===== src/rtl/cpu_pkg.sv =====
// Shared definitions for the 8-bit CPU and its program loader.
package cpu_pkg;

   localparam int CPU_RAM_BYTES = 16;
   localparam int DATA_W        = 8;

   typedef enum logic [1:0] {
      ST_IDLE,
      ST_LOAD,
      ST_WAIT_DONE,
      ST_COMPLETE
   } loader_state_t;

endpackage


===== src/rtl/program_loader_if.sv =====
// Host byte stream plus CPU programming pins as seen by the program loader.
interface program_loader_if;
   import cpu_pkg::*;

   logic [DATA_W-1:0] host_data;
   logic              host_valid;
   logic              host_ready;
   logic [DATA_W-1:0] cpu_ui_in;
   logic              cpu_programming;
   logic              cpu_ready;
   logic              cpu_done_load;

   modport slave (
      input  host_data, host_valid, cpu_ready, cpu_done_load,
      output host_ready, cpu_ui_in, cpu_programming
   );

   modport master (
      output host_data, host_valid, cpu_ready, cpu_done_load,
      input  host_ready, cpu_ui_in, cpu_programming
   );

endinterface


===== src/rtl/program_loader_fifo.sv =====
// Small synchronous FIFO with a combinational head; pointers carry one extra wrap bit.
module byte_fifo #(
   parameter int DEPTH = 4,
   parameter int WIDTH = 8
) (
   input  logic             clk,
   input  logic             rst,
   input  logic             flush,
   input  logic             push,
   input  logic [WIDTH-1:0] din,
   input  logic             pop,
   output logic             full,
   output logic             empty,
   output logic [WIDTH-1:0] head
);

   localparam int AW = $clog2(DEPTH);

   logic [AW:0]      wr_ptr;
   logic [AW:0]      rd_ptr;
   logic [WIDTH-1:0] mem [DEPTH];
   logic             do_push;
   logic             do_pop;

   // A pop in the same cycle frees the slot, so a full FIFO can still take a push.
   assign do_pop  = pop && !empty;
   assign do_push = push && (!full || do_pop);

   assign empty = (wr_ptr == rd_ptr);
   assign full  = (wr_ptr[AW] != rd_ptr[AW]) && (wr_ptr[AW-1:0] == rd_ptr[AW-1:0]);
   assign head  = mem[rd_ptr[AW-1:0]];

   always_ff @(posedge clk or posedge rst) begin
      if (rst) begin
         wr_ptr <= '0;
         rd_ptr <= '0;
      end else if (flush) begin
         wr_ptr <= '0;
         rd_ptr <= '0;
      end else begin
         if (do_push) wr_ptr <= wr_ptr + (AW+1)'(1);
         if (do_pop)  rd_ptr <= rd_ptr + (AW+1)'(1);
      end
   end

   always_ff @(posedge clk) begin
      if (do_push && !flush) mem[wr_ptr[AW-1:0]] <= din;
   end

endmodule


===== src/rtl/program_loader.sv =====
// Buffers a host program image and paces it into the CPU's programming port.
module program_loader
   import cpu_pkg::*;
#(
   parameter int FIFO_DEPTH = 4,
   parameter int PROG_BYTES = CPU_RAM_BYTES
) (
   input  logic                          clk,
   input  logic                          rst,
   input  logic                          start,
   program_loader_if.slave               bus,
   output logic                          busy,
   output logic                          done,
   output logic                          err_underrun,
   output logic                          err_early,
   output logic [$clog2(PROG_BYTES):0]   bytes_sent
);

   localparam int             CW        = $clog2(PROG_BYTES) + 1;
   localparam logic [CW-1:0]  PROG_CNT  = CW'(PROG_BYTES);
   localparam logic [CW-1:0]  LAST_CNT  = CW'(PROG_BYTES - 1);

   loader_state_t     state, state_nxt;
   logic [CW-1:0]     in_cnt, in_cnt_nxt;
   logic [CW-1:0]     sent_nxt;
   logic              eu_nxt, ee_nxt;

   logic              fifo_flush, fifo_push, fifo_pop;
   logic              fifo_full, fifo_empty;
   logic [DATA_W-1:0] fifo_head;

   byte_fifo #(
      .DEPTH (FIFO_DEPTH),
      .WIDTH (DATA_W)
   ) u_fifo (
      .clk   (clk),
      .rst   (rst),
      .flush (fifo_flush),
      .push  (fifo_push),
      .din   (bus.host_data),
      .pop   (fifo_pop),
      .full  (fifo_full),
      .empty (fifo_empty),
      .head  (fifo_head)
   );

   always_ff @(posedge clk or posedge rst) begin
      if (rst) begin
         state        <= ST_IDLE;
         in_cnt       <= '0;
         bytes_sent   <= '0;
         err_underrun <= 1'b0;
         err_early    <= 1'b0;
      end else begin
         state        <= state_nxt;
         in_cnt       <= in_cnt_nxt;
         bytes_sent   <= sent_nxt;
         err_underrun <= eu_nxt;
         err_early    <= ee_nxt;
      end
   end

   always_comb begin
      state_nxt           = state;
      in_cnt_nxt          = in_cnt;
      sent_nxt            = bytes_sent;
      eu_nxt              = err_underrun;
      ee_nxt              = err_early;
      fifo_flush          = 1'b0;
      fifo_push           = 1'b0;
      fifo_pop            = 1'b0;
      bus.host_ready      = 1'b0;
      bus.cpu_ui_in       = '0;
      bus.cpu_programming = 1'b0;
      busy                = 1'b0;
      done                = 1'b0;

      case (state)
         ST_IDLE, ST_COMPLETE: begin
            done = (state == ST_COMPLETE);
            if (start) begin
               state_nxt  = ST_LOAD;
               fifo_flush = 1'b1;
               in_cnt_nxt = '0;
               sent_nxt   = '0;
               eu_nxt     = 1'b0;
               ee_nxt     = 1'b0;
            end
         end

         ST_LOAD: begin
            busy                = 1'b1;
            bus.cpu_programming = 1'b1;
            fifo_pop            = bus.cpu_ready && !fifo_empty;
            bus.host_ready      = (!fifo_full || fifo_pop) && (in_cnt < PROG_CNT);
            fifo_push           = bus.host_valid && bus.host_ready;
            if (!fifo_empty) bus.cpu_ui_in = fifo_head;
            if (bus.cpu_ready && fifo_empty) eu_nxt = 1'b1;
            if (fifo_push) in_cnt_nxt = in_cnt + CW'(1);
            if (fifo_pop)  sent_nxt   = bytes_sent + CW'(1);
            // Early done is judged on the count before this cycle's pop.
            if (bus.cpu_done_load && (bytes_sent < PROG_CNT)) begin
               ee_nxt    = 1'b1;
               state_nxt = ST_COMPLETE;
            end else if (fifo_pop && (bytes_sent == LAST_CNT)) begin
               state_nxt = ST_WAIT_DONE;
            end
         end

         ST_WAIT_DONE: begin
            busy                = 1'b1;
            bus.cpu_programming = 1'b1;
            if (bus.cpu_done_load) state_nxt = ST_COMPLETE;
         end

         default: state_nxt = ST_IDLE;
      endcase
   end

endmodule


===== src/flat_wrapper.sv =====
// flat-port wrapper written by rule: the top's interface ports become plain ports
module program_loader_flat import cpu_pkg::*;
#(
   parameter int FIFO_DEPTH = 4,
   parameter int PROG_BYTES = CPU_RAM_BYTES
)
  (clk, rst, start, busy, done, err_underrun, err_early, bytes_sent, bus_host_data, bus_host_valid, bus_cpu_ready, bus_cpu_done_load, bus_host_ready, bus_cpu_ui_in, bus_cpu_programming);
  program_loader_if bus_i ();
  input  logic clk;
  input  logic rst;
  input  logic start;
  output logic busy;
  output logic done;
  output logic err_underrun;
  output logic err_early;
  output logic [$clog2(PROG_BYTES):0] bytes_sent;
  input wire logic [$bits(bus_i.host_data)-1:0] bus_host_data;
  input wire logic [$bits(bus_i.host_valid)-1:0] bus_host_valid;
  input wire logic [$bits(bus_i.cpu_ready)-1:0] bus_cpu_ready;
  input wire logic [$bits(bus_i.cpu_done_load)-1:0] bus_cpu_done_load;
  output wire logic [$bits(bus_i.host_ready)-1:0] bus_host_ready;
  output wire logic [$bits(bus_i.cpu_ui_in)-1:0] bus_cpu_ui_in;
  output wire logic [$bits(bus_i.cpu_programming)-1:0] bus_cpu_programming;
  assign bus_i.host_data = bus_host_data;
  assign bus_i.host_valid = bus_host_valid;
  assign bus_i.cpu_ready = bus_cpu_ready;
  assign bus_i.cpu_done_load = bus_cpu_done_load;
  assign bus_host_ready = bus_i.host_ready;
  assign bus_cpu_ui_in = bus_i.cpu_ui_in;
  assign bus_cpu_programming = bus_i.cpu_programming;
  program_loader #(.FIFO_DEPTH(FIFO_DEPTH), .PROG_BYTES(PROG_BYTES)) u_core (.clk(clk), .rst(rst), .start(start), .bus(bus_i), .busy(busy), .done(done), .err_underrun(err_underrun), .err_early(err_early), .bytes_sent(bytes_sent));
endmodule

===== config.mk =====
export PLATFORM = sky130hd
export DESIGN_NAME = program_loader_flat
export DESIGN_NICKNAME = d
export VERILOG_FILES = /design/src/rtl/cpu_pkg.sv /design/src/rtl/program_loader_if.sv /design/src/rtl/program_loader_fifo.sv /design/src/rtl/program_loader.sv /design/src/flat_wrapper.sv
export SDC_FILE = /design/constraint.sdc
export NUM_CORES = 1
export LEC_CHECK = 0
export ABC_AREA = 1
export CAP_MARGIN = 30
export CORE_MARGIN = 2
export CORE_UTILIZATION = 55
export DETAILED_ROUTE_END_ITERATION = 8
export PLACE_DENSITY = 0.79
export SLEW_MARGIN = 15
export SYNTH_ARGS = -nofsm -noshare
export SYNTH_HDL_FRONTEND = slang
export SYNTH_HIERARCHICAL = 1
export SYNTH_SLANG_ARGS = --single-unit

===== constraint.sdc =====
create_clock -name clk -period 2.88 [get_ports clk]
set_clock_uncertainty 0.05 [all_clocks]
set_input_delay 0.576 -clock clk [delete_from_list [all_inputs] [get_ports clk]]
set_output_delay 0.576 -clock clk [all_outputs]
set_load 0.02 [all_outputs]

==> reports/results.tsv <==
metric	value	unit
status	finished, final reports clean	
Setup WS pre-CTS	0.185	ns
ranking of synthesized cells by area	edfxtp_1, dfrtp_1, nand2_1, nor2_1, inv_1	
worst-path maximum fanout	7	
P_sw	1170	uW
GRT overflow	0	
worst-skew pair later-pin latency	0.30	ns
RSZ-0062 raised after global routing	no	
Sw Share	0.425	
# rows	25	
Worst Setup Start Kind	register	
post-synth top area share	0.355	
total CTS buffers	5	
initial antenna violation count	0	
Design Power	2760	uW
share of cells above drive strength 1	0.124	
post-synth top area cell	edfxtp_1	
Synth Instances	279	
clk slew on worst S/H paths	0.09	ns
global-route wire length before repair	8.21	mm
hold crit path type	input port to async pin	
Vias	2010	
clock share of power	0.146	
static leakage	0.00157	uW
GR Util All Layers	0.202	
Diodes inserted	0	
IO Pins	33	
fin crit period	2.60	ns
sequential power share	0.363	
Chip Height	74.1	um
max cap viols	0	
DRC Markers	0	
via count of the first global-routing pass	1828	
Synth Cell Area	2700	um2
Via density	5.17	
CP Class	register to primary output	
CTS Hold Buffers Added	0	
Comb pwr share	0.491	
final hold vios	0	
die extent in x	74.1	um
gpl congestion	0.829	
Syn. warnings	6	
PD cells	854	nW/um2
FF-to-FF End	u_core/u_fifo/mem[0][5]	
Max Fclk	384	MHz
CTS tree	yes	
H-tree lvl count	2	
Mapped Nets	304	
Final WS setup	0.277	ns
Mapped Avg Cell Area	9.69	um2
post-synthesis register bit count	52	
Worst slew margin	0.623	
largest net degree at the start of global routing	20	
Slew Viols, Final	0	
FF-to-FF Start	u_core/u_fifo/rd_ptr[1]	
drt pass-1 iters	4	
fin nets	346	
Crit path arrival time	1.98	ns
Setup Fix Bufs, Post-CTS	0	
dpl hpwl	3.57	mm
Port-buffer cells	32	
post-DR wirelength/cell	12.8	um
total negative slack	0	ns
Critical Path Sink Type	primary output	
post-synthesis sequential area ratio	0.540	
Critical Path RT	2.25	ns
ANT nets after route	0	
Initial Util	0.572	
die area	5490	um2
Clk Tree Root Cell	clkbuf_8	
core area	4720	um2
R2R depth	13	
Sink Count	52	
clock tree buffer depth	2	
Total Routed Length	5.00	mm
VDD IR-drop max	0.000523	V
Slew @ Worst Pin	0.564	ns
Reg2Reg Setup Slack	0.58	ns
Synth cell types	29	
Power Internal	1590	uW
Starting DRT DRC Count	143	
final period utilization	0.904	
area added between synthesis and finish	19.6	%
Setup-failing EPs final	0	
-- state kept, by name (all words and copies together) (netlist names) --
register / flops
u_core/bytes_sent: 5
u_core/u_fifo/rd_ptr: 3
u_core/err_early: 1
u_core/u_fifo/mem: 32
u_core/state: 2
u_core/in_cnt: 5
u_core/u_fifo/wr_ptr: 3
u_core/err_underrun: 1
-- kinds of logic (layout without fill, tap and decap cells) --
logic type / Yosys count / after routing / share of synthesized area
and+or+nand+nor: 127 / 127 / 0.234
DFF: 52 / 52 / 0.540
buffers and inverters: 49 / 92 / 0.0782
AOI/OAI and AO/OA: 36 / 36 / 0.0764
adders and majority gates: 11 / 11 / 0.0509
xor gates and xnor gates: 4 / 4 / 0.0199
-- worst max-delay path: stages, from the launching register on --
cell           delay (ns)
dfrtp_1              0.47
inv_1                0.09
nand2_1              0.08
nand2_2              0.08
nand3_2              0.12
inv_1                0.08
inv_2                0.09
nand2_1              0.06
nand2_1              0.13
nand2_1              0.06
nor2_1               0.08
dlygate4sd2_1        0.33
-- worst max path at each step --
stage | start | endpoint | slack [ns] | cells after the start
6_report | u_core/u_fifo/rd_ptr[1] | bus_host_ready | 0.28 | 11
5_1_grt | u_core/u_fifo/rd_ptr[2] | bus_host_ready | 0.09 | 12
4_1_cts | u_core/u_fifo/rd_ptr[0] | bus_cpu_ui_in[3] | 0.01 | 8
3_5_place_dp | bus_cpu_ready | bus_host_ready | 0.19 | 6
3_3_place_gp | bus_cpu_ready | bus_host_ready | 0.22 | 6
2_1_floorplan | u_core/u_fifo/rd_ptr[1] | u_core/u_fifo/mem[0][0] | 0.65 | 12
-- metal layers --
metal,wire [um],global-route usage
met1,2350,0.273
met3,216,0.0474
met2,2330,0.313
met5,0,0
met4,101,0.0869
-- timing repair --
item | 4_1_cts | 5_1_grt
hold endpoints to repair | 0 | 0
resized for setup | 2 | 7
setup endpoints to repair | 2 | 7
pin swaps | 0 | 0
-- synthesized netlist by cell type, drive strengths merged --
master / n
clkinv: 1
o22ai: 9
nand2: 52
ha: 11
nand3: 25
xor2: 2
nand4: 9
buf: 7
xnor2: 2
a31oi: 1
inv: 41
o21ai: 24
a21oi: 2
edfxtp: 32
dfrtp: 20
nor2: 41
-- through the flow --
stage	cell area (um2)	hold WS (ns)	utilization	instances
2_1_floorplan	2700	0.317	-	279
3_3_place_gp	3130	0.426	0.663	381
3_5_place_dp	3130	0.426	0.663	381
4_1_cts	3220	0.449	0.681	389
5_1_grt	3230	0.456	0.685	389
6_report	3230	0.447	0.685	389
-- cell usage in the layout, fill, tap and decap left out, types with 7 or more instances in the layout --
| cell type | n |
|---|---|
| clkdlybuf4s50_1 | 23 |
| ha_1 | 11 |
| o21ai_0 | 19 |
| nor2_1 | 39 |
| o22ai_1 | 8 |
| buf_4 | 10 |
| nand4_1 | 7 |
| dlymetal6s2s_1 | 7 |
| edfxtp_1 | 32 |
| dfrtp_1 | 20 |
| inv_1 | 37 |
| nand2_1 | 44 |
| nand3_1 | 23 |
-- power groups by stage --
| stage | Combinational (uW) | Sequential [uW] | Clock [uW] |
|---|---|---|---|
| 3_5_place_dp | 1360 | 1020 | 0 |
| 5_1_grt | 1500 | 1020 | 438 |
| 3_3_place_gp | 1330 | 1010 | 0 |
| 2_1_floorplan | 943 | 1030 | 0 |
| 4_1_cts | 1360 | 1000 | 417 |
| 6_report | 1360 | 1000 | 404 |
-- cell type report --
type / instances / area (um2)
repair buffers: 42 / 410
well taps: 67 / 83.8
inverters: 42 / 161
flip-flops and latches: 52 / 1460
clock inverters: 2 / 13.8
clock buffers: 6 / 72.6
multi-input cells: 178 / 1030
fillers: 364 / 1490
No activity file was read; power rests on OpenSTA's default activity.
==> edit 1: new RTL, same flow settings <==
Set the package constant `DATA_W` to 7 (it was 8).
--- a/src/rtl/cpu_pkg.sv
+++ b/src/rtl/cpu_pkg.sv
@@ -4,3 +4,3 @@
    localparam int CPU_RAM_BYTES = 16;
-   localparam int DATA_W        = 8;
+   localparam int DATA_W        = 7;
 
Interface: changed (resized bus_cpu_ui_in and bus_host_data); port bits go from 33 to 31. No check against the original RTL was run, so the function may have changed too.
==> edit 1 against the original RTL <==
  * Area after synthesis decreased by 5.2%
  * Sequential cell count decreased by 4
  * Final area decreased by 4.2%
  * Critical endpoint unchanged
  * Synthesized cell count decreased by 2.9%
  * Worst setup slack got worse by 17 ps
  * Via count decreased by 6.3%
  * First-iteration DRC count decreased by 9.1%
  * Largest cell class unchanged
  * Routed wire length decreased by 0.76%
  * Utilization increased by 1.7 points
  * Non-clock buffer count unchanged
  * Fmax decreased by 0.66%
  * Total power increased by 1.2%
  * Die area decreased by 4.9%
==> edit 1: results (changes against the original RTL) <==
reg2reg end=u_core/u_fifo/mem[3][5]$_DFFE_PP_; via count=1884 (-6.3%); final net count=337 (-2.6%); PD cells=901.6 nW/um^2 (+5.6%); fraction of layout cells with a size suffix above 1=14.97% (+2.5 points); antenna fix cells=0 (unchanged); number of synthesized flops with an enable pin=28 (-13%); via/cell ratio=5.148 (-0.38%); post-synthesis sequential area ratio=52.32% (-1.7 points); initial drt markers=130 (-9.1%); Mapped Nets=295 (-3.0%); Worst R2R Start=u_core/u_fifo/wr_ptr[2]$_DFFE_PP0P_; Slew @ Worst Pin=555.1 ps (-9.048 ps); Row Count=24 (-4.0%); DP Area=2940 um^2 (-6.2%); Worst path max stage delay=490 ps (+20 ps); final core occ=70.21% (+1.7 points); max reg flops=28 (-13%); multi-input gate count=174 (-2.2%); ys async rst share=41.67% (+3.2 points); first-pass GRT wire length=8535 um (+3.9%); Pleak=1.514 nW (-3.9%); Global Route Usage Sum=21.36% (+1.2 points); number of port buffers=30 (-6.3%); distinct cell type count after synthesis=30 (+3.4%); Cells after DPL=355 (-6.8%); Mapped Cells=271 (-2.9%); R2R depth=14 (+1); fraction of area in multi-input gates=32.46% (+0.58 points); pre-CTS setup slack=182.9 ps (-2.218 ps); Final GP Congestion=0.8280 (about the same); flop2flop setup slack=500 ps (-80 ps); Seq/total area=43.32% (-1.9 points); WL/cell=13.54 um (+5.5%); status=completed; hold slack=452.4 ps (+5.710 ps); clock power share=18.0% (+3.4 points); most frequent cells after synthesis=nand2_1 (46), nor2_1 (38), inv_1 (35), edfxtp_1 (28); Fillers=371 (+1.9%); clock network area share=3.714% (+1.0 points); worst vdd ir=0.4309 mV (-18%); Logic pwr share=48.9% (-0.2 points)
edit 1: cell types whose count changed in the layout (fill, tap and decap cells not counted), moves of 3 or more:
| cell | change |
|---|---|
| o21ai_0 | -5 |
| inv_1 | -3 |
| edfxtp_1 | -4 |
| nand3_1 | -3 |
edit 1: how the worst max path moves through the flow:
stage                                   startpoint                                end  slack (ps)  depth (start not counted)
6_report       u_core/u_fifo/rd_ptr[0]$_DFFE_PP0P_                     bus_host_ready         260                          9
5_1_grt        u_core/u_fifo/wr_ptr[2]$_DFFE_PP0P_                     bus_host_ready          30                         12
4_1_cts        u_core/u_fifo/rd_ptr[0]$_DFFE_PP0P_                   bus_cpu_ui_in[0]          50                          6
3_5_place_dp                         bus_cpu_ready                     bus_host_ready         180                          6
3_3_place_gp                         bus_cpu_ready                     bus_host_ready         200                          6
2_1_floorplan  u_core/u_fifo/rd_ptr[0]$_DFFE_PP0P_  u_core/u_fifo/mem[0][0]$_DFFE_PP_         620                         11
edit 1: layer usage:
metal | wire, um | vias up | GRT usage [%]
met5 | 0 | - | 0
met4 | 75 | 0 | 7.966
met3 | 186 | 7 | 3.611
met2 | 2478 | 29 | 35.68
met1 | 2217 | 878 | 28.02
li1 | - | 970 | -
edit 1: kinds of logic after synthesis:
logic type	Yosys count	share of synthesized area, %
AOI/OAI and AO/OA	30	6.540
xor gates and xnor gates	4	2.099
adders and majority gates	11	5.368
buffers and inverters	49	8.443
DFF	48	52.32
muxes	1	0.3904
and+or+nand+nor	128	24.84
edit 1: repair_timing:
item,CTS,global route
setup endpoints to repair,2,7
gates resized for setup,3,7
setup buffers,0,3
edit 1: worst max-delay path: cells and delay by family (launching register included):
family	cells	cell delay (ps)
and+or+nand+nor	5	460
xor gates and xnor gates	1	250
DFF	1	490
buffers and inverters	3	500
==> edit 2: new RTL, same flow settings <==
Without the edit above. `bytes_sent` no longer has a reset.
--- a/src/rtl/program_loader.sv
+++ b/src/rtl/program_loader.sv
@@ -50,3 +50,2 @@
          in_cnt       <= '0;
-         bytes_sent   <= '0;
          err_underrun <= 1'b0;
@@ -56,3 +55,2 @@
          in_cnt       <= in_cnt_nxt;
-         bytes_sent   <= sent_nxt;
          err_underrun <= eu_nxt;
@@ -60,2 +58,6 @@
       end
+   end
+
+   always_ff @(posedge clk) begin
+      bytes_sent <= sent_nxt;
    end
Formal check against the unedited RTL: differs if rst is asserted again (counterexample within 4 cycles, from zero or initial values and one cycle with rst high); with rst held inactive, the same outputs for 10 cycles.
==> edit 2 against the original RTL <==
  * Worst setup slack gained 91 ps
  * Routed wire length shrank 0.66%
  * Final area shrank 2.3%
  * Utilization shrank 0.23 points
  * Total power grew 3.8%
  * Area after synthesis shrank 3.7%
  * Count of clock-buffer cells in the layout is the same
  * Sequential power grew 6%
  * Sequential cell count is the same
  * Worst hold slack gained 14 ps
  * Synthesized cell count shrank 3.9%
  * Largest cell class unchanged
  * Largest power group unchanged
==> edit 2: results (changes against the original RTL) <==
Comb. pwr=1.40 mW (+3%); average size of a mapped cell=9.715 um^2 (+0.25%); first-pass GRT wire length=8100 um (-1.4%); pre-CTS setup slack=233.8 ps (+48.70 ps); Mapped Nets=293 (-3.6%); final net count=338 (-2.3%); Multi-input gate area=925.9 um^2 (-10%); Max-slew headroom=69.67% (+7.3 points); Met1 Wirelength=2226 um (-5.3%); met2 WL=2360 um (+1.5%); number of synthesized flops with an enable pin=37 (+16%); Pleak=1.545 nW (-1.9%); WL/cell=13.48 um (+5.0%); vias in the first global route=1745 (-4.5%); Pint=1.669 mW (+5.0%); Synth area leaders=edfxtp_1 (43%), dfrtp_1 (14%), nor2_1 (6.3%); clock power share=14.3% (-0.3 points); Final GP Congestion=0.7881 (-4.9%); crit-path max FO=19 (+12); worst vdd ir=0.4324 mV (-17%); Clock net power=411 uW (+2%); M1 GR Usage=26.94% (-0.36 points); status=completed; M3 GR Usage=4.696% (-0.046 points); worst hold-check path type=flop to flop
==> edit 2: cell types whose count changed in the layout (fill, tap and decap cells not counted), moves of 3 or more <==
cell      unedited run  this run
nand3_1             23        19
dfrtp_1             20        15
nor2_1              39        44
edfxtp_1            32        37
nand2_1             44        40
buf_4               10        13
==> edit 2: repair_timing <==
item / in CTS / in global routing
setup endpoints to repair: 8 / 9
hold endpoints to repair: 0 / 0
setup buffers: 0 / 0
gates resized for setup: 1 / 9
==> edit 2: final cells by class <==
type                       instances  share of cell area, %
timing repair buffer              45                  13.94
tap                               54                  2.139
inverter                          40                  4.752
multi-input combinational        169                  29.31
clock buffer                       6                  2.297
sequential                        52                  47.05
clock inverter                     2                 0.5149
==> edit 2: kinds of logic (layout without fill, tap and decap cells) <==
logic type,after synthesis,count (layout),share of synthesized area (%)
DFF,52,52,57.09
xor gates and xnor gates,4,4,2.067
and+or+nand+nor,121,121,21.38
adders and majority gates,11,11,5.286
buffers and inverters,47,93,7.448
AOI/OAI and AO/OA,33,33,6.728
==> edit 2: final timing paths <==
check	start	to	slack [ps]	depth (start not counted)
max in group asynchronous	rst	u_core/err_early$_DFFE_PP0P_	2000	2
worst max register to register	u_core/u_fifo/wr_ptr[2]$_DFFE_PP0P_	u_core/u_fifo/mem[3][0]$_DFFE_PP_	570	14
worst min-delay path	u_core/in_cnt[3]$_DFFE_PP0P_	u_core/in_cnt[3]$_DFFE_PP0P_	460	2
min in group asynchronous	rst	u_core/u_fifo/wr_ptr[2]$_DFFE_PP0P_	480	2
worst max-delay path	u_core/u_fifo/rd_ptr[0]$_DFFE_PP0P_	bus_cpu_ui_in[2]	370	8
worst min register to register	u_core/in_cnt[3]$_DFFE_PP0P_	u_core/in_cnt[3]$_DFFE_PP0P_	460	2
